===== src/rtl/kadai09_6_1.sv =====
// kadai09_6_1 -- unsigned array multiplier with a registered product, z = a * b.
//
// The core is built from AND-gate partial products that are summed row by row.
// Each row is a ripple chain that starts with a half adder and continues with
// full adders. The core uses no '*' operator.
//
// Optional macro KADAI09_6_1_PIPE_EN adds a register stage after the first adder
// row. This makes latency 2 cycles. Throughput stays one pair per cycle.
// Without the macro the product appears one cycle after the operands.

// Half adder: first column of every adder row.
module kadai09_6_1_ha (
    input  logic x,
    input  logic y,
    output logic s,
    output logic co
);
    assign s  = x ^ y;
    assign co = x & y;
endmodule

// Full adder: remaining columns of every adder row.
module kadai09_6_1_fa (
    input  logic x,
    input  logic y,
    input  logic ci,
    output logic s,
    output logic co
);
    assign s  = x ^ y ^ ci;
    assign co = (x & y) | (ci & (x ^ y));
endmodule

// One adder row: adds a WIDTH-bit partial product to the WIDTH accumulator bits
// aligned with it. The carry ripples column to column. The carry out becomes the
// next accumulator bit above this row.
module kadai09_6_1_row #(
    parameter int WIDTH = 2
) (
    input  logic [WIDTH-1:0] acc,
    input  logic [WIDTH-1:0] pp,
    output logic [WIDTH-1:0] sum,
    output logic             cout
);
    // Each column has its own scalar carry, so the ripple chain is a chain of
    // distinct nets rather than one vector that feeds back into itself.
    for (genvar j = 0; j < WIDTH; j++) begin : g_col
        logic c;
        if (j == 0) begin : g_ha
            kadai09_6_1_ha u_ha (
                .x  (acc[0]),
                .y  (pp[0]),
                .s  (sum[0]),
                .co (c)
            );
        end else begin : g_fa
            kadai09_6_1_fa u_fa (
                .x  (acc[j]),
                .y  (pp[j]),
                .ci (g_col[j-1].c),
                .s  (sum[j]),
                .co (c)
            );
        end
    end

    assign cout = g_col[WIDTH-1].c;
endmodule

module kadai09_6_1 #(
    parameter int WIDTH = 2
) (
    input  logic                 clk,
    input  logic                 rst,
    input  logic                 in_valid,
    input  logic [WIDTH-1:0]     a,
    input  logic [WIDTH-1:0]     b,
    output logic [2*WIDTH-1:0]   z,
    output logic                 out_valid
);
    localparam int PW = 2 * WIDTH;
    // K is the index of the last row computed in front of the optional stage
    // register. It is row 1, the first adder row. A 1-bit multiplier has no
    // adder row, so K is 0 in that case.
    localparam int K  = (WIDTH > 1) ? 1 : 0;

`ifdef KADAI09_6_1_PIPE_EN
    localparam int STAGES = 2;
`else
    localparam int STAGES = 1;
`endif

    logic [PW-1:0]     acc0;
    logic [PW-1:0]     front_sum;
    logic [PW-1:0]     mid_sum;
    logic [PW-1:0]     final_sum;
    logic [WIDTH-1:0]  mid_a;
    logic [WIDTH-1:0]  mid_b;
    logic [STAGES:1]   vld_q;
    logic [STAGES:0]   vld_pipe;

    // Row 0 is the partial product a & b[0] by itself. It needs no adders.
    assign acc0 = {{WIDTH{1'b0}}, a & {WIDTH{b[0]}}};

    // First adder row. It sits in front of the optional stage register.
    if (K == 1) begin : g_front
        logic [WIDTH-1:0] s;
        logic             co;
        kadai09_6_1_row #(.WIDTH(WIDTH)) u_row (
            .acc  (acc0[1 +: WIDTH]),
            .pp   (a & {WIDTH{b[1]}}),
            .sum  (s),
            .cout (co)
        );
        assign front_sum = ({{(WIDTH-1){1'b0}}, co, s} << 1)
                         | {{(PW-1){1'b0}}, acc0[0]};
    end else begin : g_front_none
        assign front_sum = acc0;
    end

`ifdef KADAI09_6_1_PIPE_EN
    // Stage-1 register. It holds the running sum after row 1, plus the operands
    // that the remaining rows still need. It loads only on a valid pair, so
    // idle-cycle garbage on a/b never enters the array.
    always_ff @(posedge clk) begin
        if (rst) begin
            mid_sum <= '0;
            mid_a   <= '0;
            mid_b   <= '0;
        end else if (in_valid) begin
            mid_sum <= front_sum;
            mid_a   <= a;
            mid_b   <= b;
        end
    end
`else
    assign mid_sum = front_sum;
    assign mid_a   = a;
    assign mid_b   = b;
`endif

    // Remaining adder rows K+1 .. WIDTH-1. Row i adds (a & b[i]) at bit offset
    // i. Bits below i pass through untouched. Bits above i+WIDTH are still zero.
    for (genvar i = K + 1; i < WIDTH; i++) begin : g_row
        localparam logic [PW-1:0] LOW = ~({PW{1'b1}} << i);
        logic [PW-1:0]    prev;
        logic [PW-1:0]    sum;
        logic [WIDTH-1:0] s;
        logic             co;

        if (i == K + 1) begin : g_first
            assign prev = mid_sum;
        end else begin : g_next
            assign prev = g_row[i-1].sum;
        end

        kadai09_6_1_row #(.WIDTH(WIDTH)) u_row (
            .acc  (prev[i +: WIDTH]),
            .pp   (mid_a & {WIDTH{mid_b[i]}}),
            .sum  (s),
            .cout (co)
        );

        assign sum = ({{(WIDTH-1){1'b0}}, co, s} << i) | (prev & LOW);
    end

    if (WIDTH - 1 >= K + 1) begin : g_final_rows
        assign final_sum = g_row[WIDTH-1].sum;
    end else begin : g_final_mid
        assign final_sum = mid_sum;
    end

    // Some operand and row-0 bits are consumed by only some configurations.
    // Reducing them here keeps every configuration free of dangling signals.
    logic unused_bits;
    assign unused_bits = ^{acc0, mid_a, mid_b};

    // Valid shift register. It advances every cycle, and reset clears every stage.
    assign vld_pipe = {vld_q, in_valid};

    always_ff @(posedge clk) begin
        if (rst) vld_q <= '0;
        else     vld_q <= vld_pipe[STAGES-1:0];
    end

    // Output register. It loads a new product when the pair reaching the last
    // stage was valid. Otherwise it holds the previous product.
    always_ff @(posedge clk) begin
        if (rst)                       z <= '0;
        else if (vld_pipe[STAGES-1])   z <= final_sum;
    end

    assign out_valid = vld_pipe[STAGES];

endmodule


===== config.mk =====
export PLATFORM = sky130hd
export DESIGN_NAME = kadai09_6_1
export DESIGN_NICKNAME = d
export VERILOG_FILES = /design/src/rtl/kadai09_6_1.sv
export SDC_FILE = /design/constraint.sdc
export NUM_CORES = 1
export LEC_CHECK = 0
export ABC_AREA = 1
export CAP_MARGIN = 30
export CORE_AREA = 5 5 42 44
export DETAILED_ROUTE_END_ITERATION = 10
export DIE_AREA = 0 0 47 49
export PLACE_DENSITY = 0.5
export SLEW_MARGIN = 30
export SYNTH_ARGS = -nofsm -noshare
export SYNTH_HDL_FRONTEND = slang
export SYNTH_SLANG_ARGS = --single-unit

===== constraint.sdc =====
create_clock -name clk -period 1 [get_ports clk]
set_input_delay 0.15 -clock clk [delete_from_list [all_inputs] [get_ports clk]]
set_output_delay 0.15 -clock clk [all_outputs]
set_load 0.01 [all_outputs]

Word level (Yosys, flattened, before mapping)
Cells that the tools add are included.
{"block": "word_totals", "register_bits": 5, "inputBits": 7, "output_inout_bits": 5}
{"block": "op_classes", "n_bitwise": 7}
{"cell": "bitwise AND 2 bit", "n": 2}
{"cell": "bitwise OR 4 x 1 -> 4 bit", "n": 1}
{"cell": "bitwise AND 1 bit", "n": 2}
{"cell": "XOR 1 bit", "n": 2}

Logic depth before layout (Yosys ltp)
{"block": "depth", "ltp_word": 4, "mapped_depth": 8, "depth_no_buf": 8}

Modules after synthesis
From an unflattened synthesis, not the netlist that was laid out.
{"block": "unflattened", "cells_unflattened": 32, "area_unflattened_um2": 232.7}
{"module": "kadai09_6_1", "instances": 1, "cells_per_inst": 30, "area_per_inst_um2": 200.2, "seq_area_each_um2": 100.1}
{"module": "kadai09_6_1_fa", "instances": 1, "cells_per_inst": 1, "area_per_inst_um2": 20.0, "seq_area_each_um2": 0.0}
{"module": "kadai09_6_1_ha", "instances": 1, "cells_per_inst": 1, "area_per_inst_um2": 12.5, "seq_area_each_um2": 0.0}

Worst setup path after synthesis
Ideal clock, no wire load.
{"block": "synth_timing", "kind": "input to register", "startpoint": "in b[0]", "endpoint": "reg z[2]", "setup_ps": 113, "arrival_time_ps": 821, "t_required_ps": 887, "path_slack_ps": 66, "stages": 8, "path_buffers": 0, "path_cell_list": "nand2_1 > inv_1 > ha_1 > ha_1 > inv_1 > nand2_1 > nand2_1 > nor2_1"}
{"block": "synth_via", "elab_chain_cells": 4}
{"element": "start, declared", "line": "77", "text": "input logic [WIDTH-1:0] b,"}
{"element": "bitwise AND 2 bit", "line": "103", "text": "assign acc0 = {{WIDTH{1'b0}}, a & {WIDTH{b[0]}}};"}
{"element": "bitwise AND 1 bit", "line": "19", "text": "assign co = x & y;"}
{"element": "XOR 1 bit", "line": "30", "text": "assign s = x ^ y ^ ci;"}
{"element": "named net g_front.u_row.g_col[1].g_fa.u_fa.s", "line": "27", "text": "output logic s,"}
{"element": "bitwise OR 4 x 1 -> 4 bit", "line": "116", "text": "| {{(PW-1){1'b0}}, acc0[0]};"}
{"element": "end signal, assigned", "line": "190", "text": "else if (vld_pipe[STAGES-1]) z <= final_sum;"}
{"element": "end, declared", "line": "78", "text": "output logic [2*WIDTH-1:0] z,"}
The timed path passes the listed nets, and every way through them passes these cells.
A chain may end at the register's enable or synchronous reset.

Final worst setup path
{"block": "layout_timing", "startpoint": "reg vld_q (netlist: out_valid)", "endpoint": "out out_valid"}
{"element": "start, declared", "line": "99", "text": "logic [STAGES:1] vld_q;"}
{"element": "start signal, assigned", "line": "183", "text": "else vld_q <= vld_pipe[STAGES-1:0];"}
{"element": "end, declared", "line": "79", "text": "output logic out_valid"}
No word-level cell between the ends.

==> results <==
-- final cells by class --
type	instances	area, um^2
sequential	5	100.1
tap	16	20.02
timing repair buffer	11	98.84
clock buffer	4	26.28
multi-input combinational	22	133.9
inverter	9	33.78
fill	169	988.4
-- kinds of logic (layout without fill, tap and decap cells) --
family | after synthesis | after routing | share of synthesized area, %
and+or+nand+nor | 20 | 20 | 34.53
buffers and inverters | 9 | 24 | 13.92
DFF | 5 | 5 | 41.24
adders and majority gates | 2 | 2 | 10.31
-- repair_timing --
item | 4_1_cts | 5_1_grt
gates resized for setup | 9 | 14
endpoints found under the hold margin | 0 | 0
endpoints found under the setup margin | 8 | 5
pin swaps | 1 | 5
-- where the power goes --
part           total [mW]  switching, mW  internal (mW)
Combinational      0.0895         0.0442         0.0453
Clock               0.228         0.0778          0.151
Sequential          0.216        0.00464          0.212
Total               0.534          0.127          0.408
-- cells in the mapped netlist --
master   instances  share of area (%)
nor2_4           1                4.6
ha_1             2                 10
dfxtp_1          5                 41
nand2_1         12                 19
inv_2            1                1.5
inv_1            8                 12
nand3_1          1                2.1
nor2_1           6                9.3
-- flip-flops by register name, indices dropped and copies added, names as in the netlist --
register,flops
z,4
out_valid,1
-- per-layer routing --
metal,wire length [um],up-vias,GRT usage [%],share of wire (%)
li1,-,131,-,-
met1,207,96,5.298,42
met2,222,9,7.466,45
met3,66,0,5.904,13
met4,0,0,1.382,0
met5,0,-,0,0
-- worst paths after layout --
| check | endpoint |
|---|---|
| worst max-delay path | out_valid |
| worst min-delay path | z[0]$_SDFFE_PP0P_ |
| worst max register to register | z[1]$_SDFFE_PP0P_ |
| worst min register to register | z[2]$_SDFFE_PP0P_ |
-- stage by stage --
| stage | utilization, % | instance area (um^2) | instances | total power [mW] |
|---|---|---|---|---|
| 6_report | 29.46 | 412.9 | 67 | 0.5342 |
| 3_3_place_gp | 26.61 | 372.9 | 63 | 0.3160 |
| 4_1_cts | 27.68 | 387.9 | 67 | 0.5427 |
| 2_1_floorplan | - | 242.7 | 36 | 0.2591 |
| 3_5_place_dp | 26.61 | 372.9 | 63 | 0.3162 |
| 5_1_grt | 29.46 | 412.9 | 67 | 0.5901 |
==> reports/metrics.cfg <==
[yosys]
syn_area_um2=242.7
synth_cell_types=8
syn_inst=36
avgSynthCellArea_um2=6.743
synth_seq_area_share_pct=41.24
ys_ff_latch=5
yosys_warnings=0
synth_nets=45

[global_route]
first_global_vias=240
grt_pass1_wl_um=855
overflow=0
grt_usage_pct=5.360
grt_max_degree=8
antenna_found_initial=0

[floorplan]
rows=14
coreArea_um2=1401
die-width_um=47
start_util_pct=17.32
dieArea_um2=2303
fp.dieH_um=49
ioPinCount=12

[clocking]
cts_num_sinks=5
cts_buffer_depth=2
cts_tree=yes
cts-root-buf=clkbuf_4
insertion_delay_ns=0.24
cts_htree_levels=1
ctsHoldBuffers=0
cts_buffers=3
cts.reportedPaths.clkPinSlew_ns=0.04
cts_setup_buffers=0

[timing]
fin_crit_sh_pct=94.61
tns_ns=0
max_freq_mhz=1057
finalMaxSlewViolations=0
rsz0062_at_grt=false
layout_setup_ws_ns=0.05386
final-setup-viol-count=0
slew_headroom_pct=83.01
worst_pin_slew_ns=0.2540
period_minus_slack_ns=0.9461
finClkSkew_ns=0
finalHoldViolCount=0
holdWs_ns=0.3051

[setup_path]
criticalPathCategory=register to output pin
cp_max_fo=1
crit_slowest_cell=dfxtp_1
path_depth=1
crit_start=out_valid$_SDFF_PP0_
r2r_slack_ns=0.46
cp-end-kind=output pin
worst_setup_path_start_kind=register
cp_num_buf_inv=1
critical_path.top_delay_family=flip-flops
reg2reg_from=z[1]$_SDFFE_PP0P_
required_ns=0.85
arrival_ns=0.80
slowest_delay_ns=0.29
path_cells=dlygate4sd2_1
r2r_cells=2

[outcome]
status=finished clean

[final_layout]
drive_above_1_share_pct=19.61
final_cell_mix=12 x nand2_1, 7 x inv_1, 6 x nor2_1, 6 x clkdlybuf4s15_1, 5 x dfxtp_1
area_delta_synth_final_pct=70.10
nNetsFinal=61
n_antenna_cell=0
final_common_cell=nand2_1

[drt]
drcViolationCount=0
drt_iter0_drc=1
wl_per_cell_um=7.388
vias=236
wl_um=495
via_per_inst=3.522
dr.pass1.iters=2
ant_nets=0

[power]
leakage_nw=0.2187
peakVddDrop_v=0.0007243
power_density_nw_per_um2=1294

[worst_hold_path]
min-delay-start=b[0]
hold_path.class=input port to register
whs_path_depth=5

[place]
port-buffer-count=11
hpwl_um=406.2
dpl_worst_slack_ns=-0.4341
place_congestion=0.6341

[run]
drv_cap=0

Power figures use the tool's default switching activity.
